$ cat src/rtl/riscv_pkg.sv
// Shared fetch-stage types and constants: state encoding, datapath widths, reset vector.
package riscv_pkg;

    localparam int XLEN  = 32;
    localparam int OPC_W = 7;

    localparam logic [XLEN-1:0] RESET_PC_DEFAULT = 32'h0000_0000;

    typedef enum logic [1:0] {
        FETCH = 2'd0,
        WAIT  = 2'd1,
        SKID  = 2'd2,
        DROP  = 2'd3
    } fetch_state_e;

    function automatic logic [XLEN-1:0] align_word(input logic [XLEN-1:0] a);
        return a & ~XLEN'(3);
    endfunction

endpackage

$ cat src/rtl/if_id_reg.sv
// IF/ID output register plus one skid entry; a load appears on the outputs one cycle later.
// Backpressure: a load arriving while the output is held goes to skid; flush empties both.
module if_id_reg
    import riscv_pkg::*;
(
    input  logic            clk,
    input  logic            rst_n,
    input  logic            i_flush,
    input  logic            i_load_vld,
    input  logic [XLEN-1:0] i_load_instr,
    input  logic [XLEN-1:0] i_load_pc,
    input  logic            i_id_ready,
    output logic            o_id_valid,
    output logic [XLEN-1:0] o_id_instr,
    output logic [XLEN-1:0] o_id_pc,
    output logic            o_slot_free
);

    logic            r_out_vld;
    logic [XLEN-1:0] r_out_instr;
    logic [XLEN-1:0] r_out_pc;
    logic            r_skid_vld;
    logic [XLEN-1:0] r_skid_instr;
    logic [XLEN-1:0] r_skid_pc;
    logic            w_slot_free;

    assign w_slot_free = !r_out_vld || i_id_ready;

    always_ff @(posedge clk or negedge rst_n) begin
        if (!rst_n) begin
            r_out_vld    <= 1'b0;
            r_out_instr  <= '0;
            r_out_pc     <= '0;
            r_skid_vld   <= 1'b0;
            r_skid_instr <= '0;
            r_skid_pc    <= '0;
        end else if (i_flush) begin
            r_out_vld  <= 1'b0;
            r_skid_vld <= 1'b0;
        end else if (r_skid_vld) begin
            // Output stays valid: the skid word replaces the one just consumed.
            if (i_id_ready) begin
                r_out_instr <= r_skid_instr;
                r_out_pc    <= r_skid_pc;
                r_skid_vld  <= 1'b0;
            end
        end else if (i_load_vld) begin
            if (w_slot_free) begin
                r_out_vld   <= 1'b1;
                r_out_instr <= i_load_instr;
                r_out_pc    <= i_load_pc;
            end else begin
                r_skid_vld   <= 1'b1;
                r_skid_instr <= i_load_instr;
                r_skid_pc    <= i_load_pc;
            end
        end else if (i_id_ready) begin
            r_out_vld <= 1'b0;
        end
    end

    assign o_id_valid  = r_out_vld;
    assign o_id_instr  = r_out_instr;
    assign o_id_pc     = r_out_pc;
    assign o_slot_free = w_slot_free;

endmodule

$ cat src/rtl/instr_fetch.sv
// Instruction fetch with one outstanding request; zero-wait memory yields one word per 2 cycles.
// Backpressure: decode stall parks one word in skid and suspends requests; redirects flush.
module instr_fetch
    import riscv_pkg::*;
#(
    parameter logic [XLEN-1:0] RESET_PC = RESET_PC_DEFAULT
) (
    input  logic             clk,
    input  logic             rst_n,
    output logic             imem_req,
    output logic [XLEN-1:0]  imem_addr,
    input  logic             imem_gnt,
    input  logic             imem_rvalid,
    input  logic [XLEN-1:0]  imem_rdata,
    input  logic             redirect_valid,
    input  logic [XLEN-1:0]  redirect_pc,
    input  logic             id_ready,
    output logic             id_valid,
    output logic [XLEN-1:0]  id_instr,
    output logic [XLEN-1:0]  id_pc,
    output logic [OPC_W-1:0] id_opcode
);

    fetch_state_e    r_state;
    fetch_state_e    w_state_nxt;
    logic [XLEN-1:0] r_pc;
    logic [XLEN-1:0] w_pc_nxt;
    logic            w_load;
    logic            w_flush;
    logic            w_slot_free;

    always_ff @(posedge clk or negedge rst_n) begin
        if (!rst_n) begin
            r_state <= FETCH;
            r_pc    <= RESET_PC;
        end else begin
            r_state <= w_state_nxt;
            r_pc    <= w_pc_nxt;
        end
    end

    always_comb begin
        w_state_nxt = r_state;
        w_pc_nxt    = r_pc;
        w_load      = 1'b0;
        w_flush     = 1'b0;
        if (redirect_valid) begin
            // A granted-but-unanswered request must still be drained in DROP.
            w_flush  = 1'b1;
            w_pc_nxt = align_word(redirect_pc);
            case (r_state)
                FETCH:   w_state_nxt = imem_gnt    ? DROP  : FETCH;
                WAIT:    w_state_nxt = imem_rvalid ? FETCH : DROP;
                SKID:    w_state_nxt = FETCH;
                DROP:    w_state_nxt = imem_rvalid ? FETCH : DROP;
                default: w_state_nxt = FETCH;
            endcase
        end else begin
            case (r_state)
                FETCH: begin
                    if (imem_gnt) w_state_nxt = WAIT;
                end
                WAIT: begin
                    if (imem_rvalid) begin
                        w_load      = 1'b1;
                        w_pc_nxt    = r_pc + XLEN'(4);
                        w_state_nxt = w_slot_free ? FETCH : SKID;
                    end
                end
                SKID: begin
                    if (id_ready) w_state_nxt = FETCH;
                end
                DROP: begin
                    if (imem_rvalid) w_state_nxt = FETCH;
                end
                default: w_state_nxt = FETCH;
            endcase
        end
    end

    assign imem_req  = rst_n && (r_state == FETCH);
    assign imem_addr = r_pc;

    if_id_reg u_if_id_reg (
        .clk          (clk),
        .rst_n        (rst_n),
        .i_flush      (w_flush),
        .i_load_vld   (w_load),
        .i_load_instr (imem_rdata),
        .i_load_pc    (r_pc),
        .i_id_ready   (id_ready),
        .o_id_valid   (id_valid),
        .o_id_instr   (id_instr),
        .o_id_pc      (id_pc),
        .o_slot_free  (w_slot_free)
    );

    assign id_opcode = id_instr[OPC_W-1:0];

endmodule

$ cat config.mk
export PLATFORM = sky130hd
export DESIGN_NAME = instr_fetch
export DESIGN_NICKNAME = d
export VERILOG_FILES = /design/src/rtl/riscv_pkg.sv /design/src/rtl/if_id_reg.sv /design/src/rtl/instr_fetch.sv
export SDC_FILE = /design/constraint.sdc
export NUM_CORES = 1
export LEC_CHECK = 0
export ABC_AREA = 1
export CAP_MARGIN = 0
export CORE_MARGIN = 10
export CORE_UTILIZATION = 45
export CTS_CLUSTER_DIAMETER = 30
export CTS_CLUSTER_SIZE = 20
export DETAILED_ROUTE_END_ITERATION = 10
export PLACE_DENSITY_LB_ADDON = 0.12
export SLEW_MARGIN = 20
export SYNTH_ARGS = -nofsm -noshare
export SYNTH_HDL_FRONTEND = slang
export SYNTH_SLANG_ARGS = --single-unit
$ cat constraint.sdc
create_clock -name clk -period 4.9 [get_ports clk]
set_clock_uncertainty 0.1 [all_clocks]
set_input_delay 0.98 -clock clk [delete_from_list [all_inputs] [get_ports clk]]
set_output_delay 0.98 -clock clk [all_outputs]
set_load 0.01 [all_outputs]
==> results of run 1 <==
==> critical path, cell delays in order <==
cell             delay (ns)
buf_6                  0.39
inv_1                  0.08
nor2_1                 0.12
clkdlybuf4s50_1        0.56
==> final cells by class <==
| cell class | count | area, µm² |
|---|---|---|
| sequential | 158 | 3960 |
| clock inverter | 12 | 135 |
| inverter | 146 | 548 |
| fill | 1632 | 7040 |
| clock buffer | 20 | 457 |
| multi-input combinational | 681 | 3060 |
| tap | 225 | 282 |
| timing repair buffer | 177 | 1760 |
==> path summary, 6_finish.rpt <==
kind / from / end / depth (start not counted)
worst max-delay path: rst_n / imem_req / 4
worst min-delay path: u_if_id_reg.r_skid_instr[31] / u_if_id_reg.r_skid_instr[31] / 2
worst max register to register: u_if_id_reg.r_skid_vld / u_if_id_reg.o_id_pc[27] / 4
worst min register to register: u_if_id_reg.r_skid_instr[31] / u_if_id_reg.r_skid_instr[31] / 2
max in group asynchronous: rst_n / u_if_id_reg.r_skid_vld / 3
min in group asynchronous: rst_n / u_if_id_reg.o_id_pc[22] / 1
==> metal layers <==
layer | vias up | track usage | routed length, µm
met5 | - | 0 | 13
met4 | 2 | 0.0481 | 194
met3 | 14 | 0.0618 | 1450
met2 | 182 | 0.278 | 9470
met1 | 3166 | 0.247 | 9980
li1 | 3518 | - | -
==> through the flow <==
stage                     std cells  cell area (µm²)
after CTS                      1419            10200
after global routing           1419            10200
after global placement         1387             9610
after detailed placement       1387             9610
after floorplan                1043             7870
final                          1419            10200
==> state kept, by name (all words and copies together) (netlist names) <==
signal and flops:
u_if_id_reg.r_skid_instr 32, r_state 2, u_if_id_reg.o_id_instr 32, u_if_id_reg.r_skid_vld 1, u_if_id_reg.o_id_valid 1, u_if_id_reg.o_id_pc 30
imem_addr 30, u_if_id_reg.r_skid_pc 30
==> cell families (layout without fill, tap and decap cells) <==
| kind of cell | Yosys count | in the layout |
|---|---|---|
| xor+xnor | 6 | 6 |
| simple gates | 457 | 457 |
| compound gates | 213 | 213 |
| other cells | 1 | 4 |
| flops | 158 | 158 |
| fa+ha+maj | 1 | 1 |
| buf+inv | 204 | 355 |
==> Yosys cell counts, drive strengths merged <==
cell type	count	area [µm²]
xnor2	1	8.76
ha	1	12.5
buf	39	249
nand3	48	258
and2	1	6.26
nor4	1	6.26
nor2	59	229
o22ai	1	6.26
xor2	5	43.8
a21oi	3	26.3
nand4	2	12.5
o21a	1	7.51
a31oi	1	6.26
o221ai	2	17.5
inv	145	544
dfrtp	158	3950
clkinv	1	3.75
conb	1	3.75
nor3	4	20.0
clkbuf	19	71.3
o21bai	1	7.51
or2	1	6.26
nand2	341	1280
o211ai	7	52.6
o21ai	197	1020
==> power by group <==
part	leakage [nW]	internal [mW]	switching [mW]	total, mW
clock network	0.284	0.781	0.550	1.33
registers	2.03	1.74	0.281	2.02
logic	2.30	0.845	0.767	1.61
total	4.61	3.36	1.60	4.96
==> results.cfg, run 1 <==
[outcome]
outcome = completed

[drt]
wl_per_cell_um = 14.9
drc = 0
drtAntennaViolNets = 0
first_iter_violations = 472
num_vias = 6882
vias_per_cell = 4.85
drt_pass1_iterations = 5
finalWirelength_um = 21100

[placement]
port_buffers = 168
pre_cts_slack_ns = 1.54
dp_hpwl_um = 14800
place_congestion = 0.901

[sta]
fin_crit_sh = 0.667
hold_viol = 0
setup_tns_ns = 0
worst_slack_ns = 1.63
fmax_mhz = 306
maxSlewViolCount = 0
max_slew_margin = 0.454
setup_violations = 0
min_period_ns = 3.27
worst_pin_slew_ns = 0.819
rsz0062_at_grt = no
holdWs_ns = 0.387

[grt]
grt_pass1_wl_um = 35300
antenna_found_initial = 1
grt_overflow = 0
grt_pass1_vias = 6644
grt_start_max_net_pins = 95
grt_usage = 0.184

[run]
maxCapViolations = 0

[critical_path]
crit_type = in -> out
crit_path_max_fanout = 53
required_ns = 3.82
critPathLaunchType = input pin
r2r_slack_ns = 2.85
endpoint_kind = output pin
cp.arrival_ns = 2.19

[clock_tree]
cts_tree = yes
cts_made_buffers = 17
cts_sinks = 158
htree_num_levels = 4
cts_buffer_depth = 2
cts_setup_buffers = 0
cts_resized = 0
ctsHoldBuffers = 0
clk_pin_slew_ns = 0.06
clk_latency_ns = 0.43
root_buffer = clkbuf_16

[synthesis]
synth_seq_cells = 158
ys_seq_area_frac = 0.503
synthXorXnorAreaFrac = 0.00669
synthAdderAreaFrac = 0.00159
synth-compound-area-share = 0.146
yosys_warnings = 0
syn_inst = 1040
synth-simple-area-share = 0.232
synth_area_mm2 = 0.00786
synth.distinct_cells = 36
syn_area_per_cell_um2 = 7.56
synth_top_family_by_area = simple AND/OR/NAND/NOR gates
muxShareOfSynthArea = 0

[power_and_ir_drop]
p_leak_nw = 4.61
power_mw = 4.96
irDropWorstVdd_uv = 279
p_per_area_mw_per_mm2 = 486

[floorplanning]
start_util = 0.456
die_h_um = 152
die_w_um = 152
core_area_mm2 = 0.0172
io_pins = 175
die-area_mm2 = 0.0231
rows = 48

[finish]
nNetsFinal = 1252
mostFrequentLayoutCells = 340 x nand2_1, 167 x clkdlybuf4s50_1, 157 x dfrtp_1
drive_gt1_frac = 0.0494
syn_to_final_growth_pct = 29.8
antenna_cells = 0
final_common_cell = nand2_1
fin_util = 0.592

[hold_path]
hp-class = reg -> reg
No activity file was read; power rests on OpenSTA's default activity.
==> inputs of run 2 (changes only) <==
Clock period 4.9 ns to 3.3 ns, I/O delays scaled along.
==> results.cfg, run 2 (synthesis gave the netlist of run 1 again) <==
[critical_path]
required_ns = 2.54
worst_path_max_delay_cell = clkdlybuf4s50_1
cpPeakStageDelay_ns = 0.56
cp.arrival_ns = 1.84
crit_type = reg -> out
path_cells = or2_2 > nor2_1 > clkdlybuf4s50_1
critPathLaunchType = register
crit_buf_inv = 1
cp_top_family = buffers and inverters
endpoint_kind = output pin
crit_path_max_fanout = 5

[placement]
place_congestion = 0.925
placedCellCount = 1393
port_buffers = 168
dpl_cell_area_mm2 = 0.00968
dp_hpwl_um = 15300

[clock_tree]
root_buffer = clkbuf_16
cts_tree = yes
htree_num_levels = 4
cts_setup_buffers = 0
ctsHoldBuffers = 0
clk_pin_slew_ns = 0.07
cts_made_buffers = 17
cts_sinks = 158
cts_buffer_depth = 2
cts_resized = 0
clk_latency_ns = 0.43

[drt]
finalWirelength_um = 21500
drc = 0
num_vias = 6957
vias_per_cell = 4.88
drtAntennaViolNets = 0
drt_pass1_iterations = 6
first_iter_violations = 474
wl_per_cell_um = 15.1

[grt]
met2_usage = 0.282
antenna_found_initial = 0
grt_pass1_vias = 6726
grt_pass1_wl_um = 35800
grt_usage = 0.186
gr-max-usage-layer = met2
grt_start_max_net_pins = 69
use_met1 = 0.250
use_met3 = 0.0562
grt_overflow = 0

[sta]
min_period_ns = 2.60
setup_violations = 0
fmax_mhz = 384
maxSlewViolCount = 0
fin_crit_sh = 0.789
hold_viol = 0
setup_tns_ns = 0
holdWs_ns = 0.356
worst_pin_slew_ns = 0.805
max_slew_margin = 0.463
rsz0062_at_grt = no

[finish]
fin_area_mm2 = 0.0103
nNetsFinal = 1258
final_common_cell = nand2_1
drive_gt1_frac = 0.0533
syn_to_final_growth_pct = 31.0
mostFrequentLayoutCells = 340 x nand2_1, 167 x clkdlybuf4s50_1, 157 x dfrtp_1
fill_cells = 1592
fin_cells = 1425
antenna_cells = 0

[floorplanning]
start_util = 0.456
io_pins = 175
die_w_um = 152
die_h_um = 152
core_area_mm2 = 0.0172
rows = 48
die-area_mm2 = 0.0231

[run]
maxCapViolations = 0

[power_and_ir_drop]
irDropWorstVdd_uv = 401
p_per_area_mw_per_mm2 = 726
p_leak_nw = 4.65
power_mw = 7.47

[hold_path]
hp-class = in -> async

[outcome]
outcome = completed
-- run 2: layout make-up --
type | instances | area (µm²) | share of cell area
sequential | 158 | 3960 | 0.384
tap | 225 | 282 | 0.0273
clock buffer | 21 | 460 | 0.0447
inverter | 146 | 548 | 0.0532
clock inverter | 11 | 158 | 0.0153
multi-input combinational | 681 | 3060 | 0.297
timing repair buffer | 183 | 1830 | 0.178
-- run 2: worst paths after layout --
check	startpoint	cells after the start	end	slack (ns)
hold / removal	rst_n	2	u_if_id_reg.o_id_pc[13]	0.36
setup / recovery	r_state[0]	3	imem_req	0.70
hold reg to reg	u_if_id_reg.r_skid_pc[31]	2	u_if_id_reg.r_skid_pc[31]	0.39
setup reg to reg	u_if_id_reg.r_skid_vld	5	u_if_id_reg.o_id_instr[20]	1.17
max in group asynchronous	rst_n	3	u_if_id_reg.r_skid_pc[31]	1.74
min in group clk	u_if_id_reg.r_skid_pc[31]	2	u_if_id_reg.r_skid_pc[31]	0.39
-- run 2: power by group --
part	total (mW)	leakage (nW)	switching [mW]	internal (mW)
clock network	2.06	0.288	0.818	1.24
logic	2.43	2.33	1.15	1.27
registers	2.98	2.03	0.406	2.58
-- run 2: per-layer routing --
| layer | vias to the layer above | share of wire |
|---|---|---|
| li1 | 3547 | - |
| met1 | 3183 | 0.46 |
| met2 | 207 | 0.45 |
| met3 | 20 | 0.075 |
| met4 | 0 | 0.013 |
| met5 | - | 0 |
-- run 2: metrics by stage --
| stage | util | setup WS, ns |
|---|---|---|
| detailed placement | 0.561 | 0.424 |
| CTS | 0.597 | 0.692 |
| global route | 0.597 | 0.625 |
| global placement | 0.561 | 0.508 |
| floorplan | - | 1.44 |
| finish | 0.597 | 0.695 |
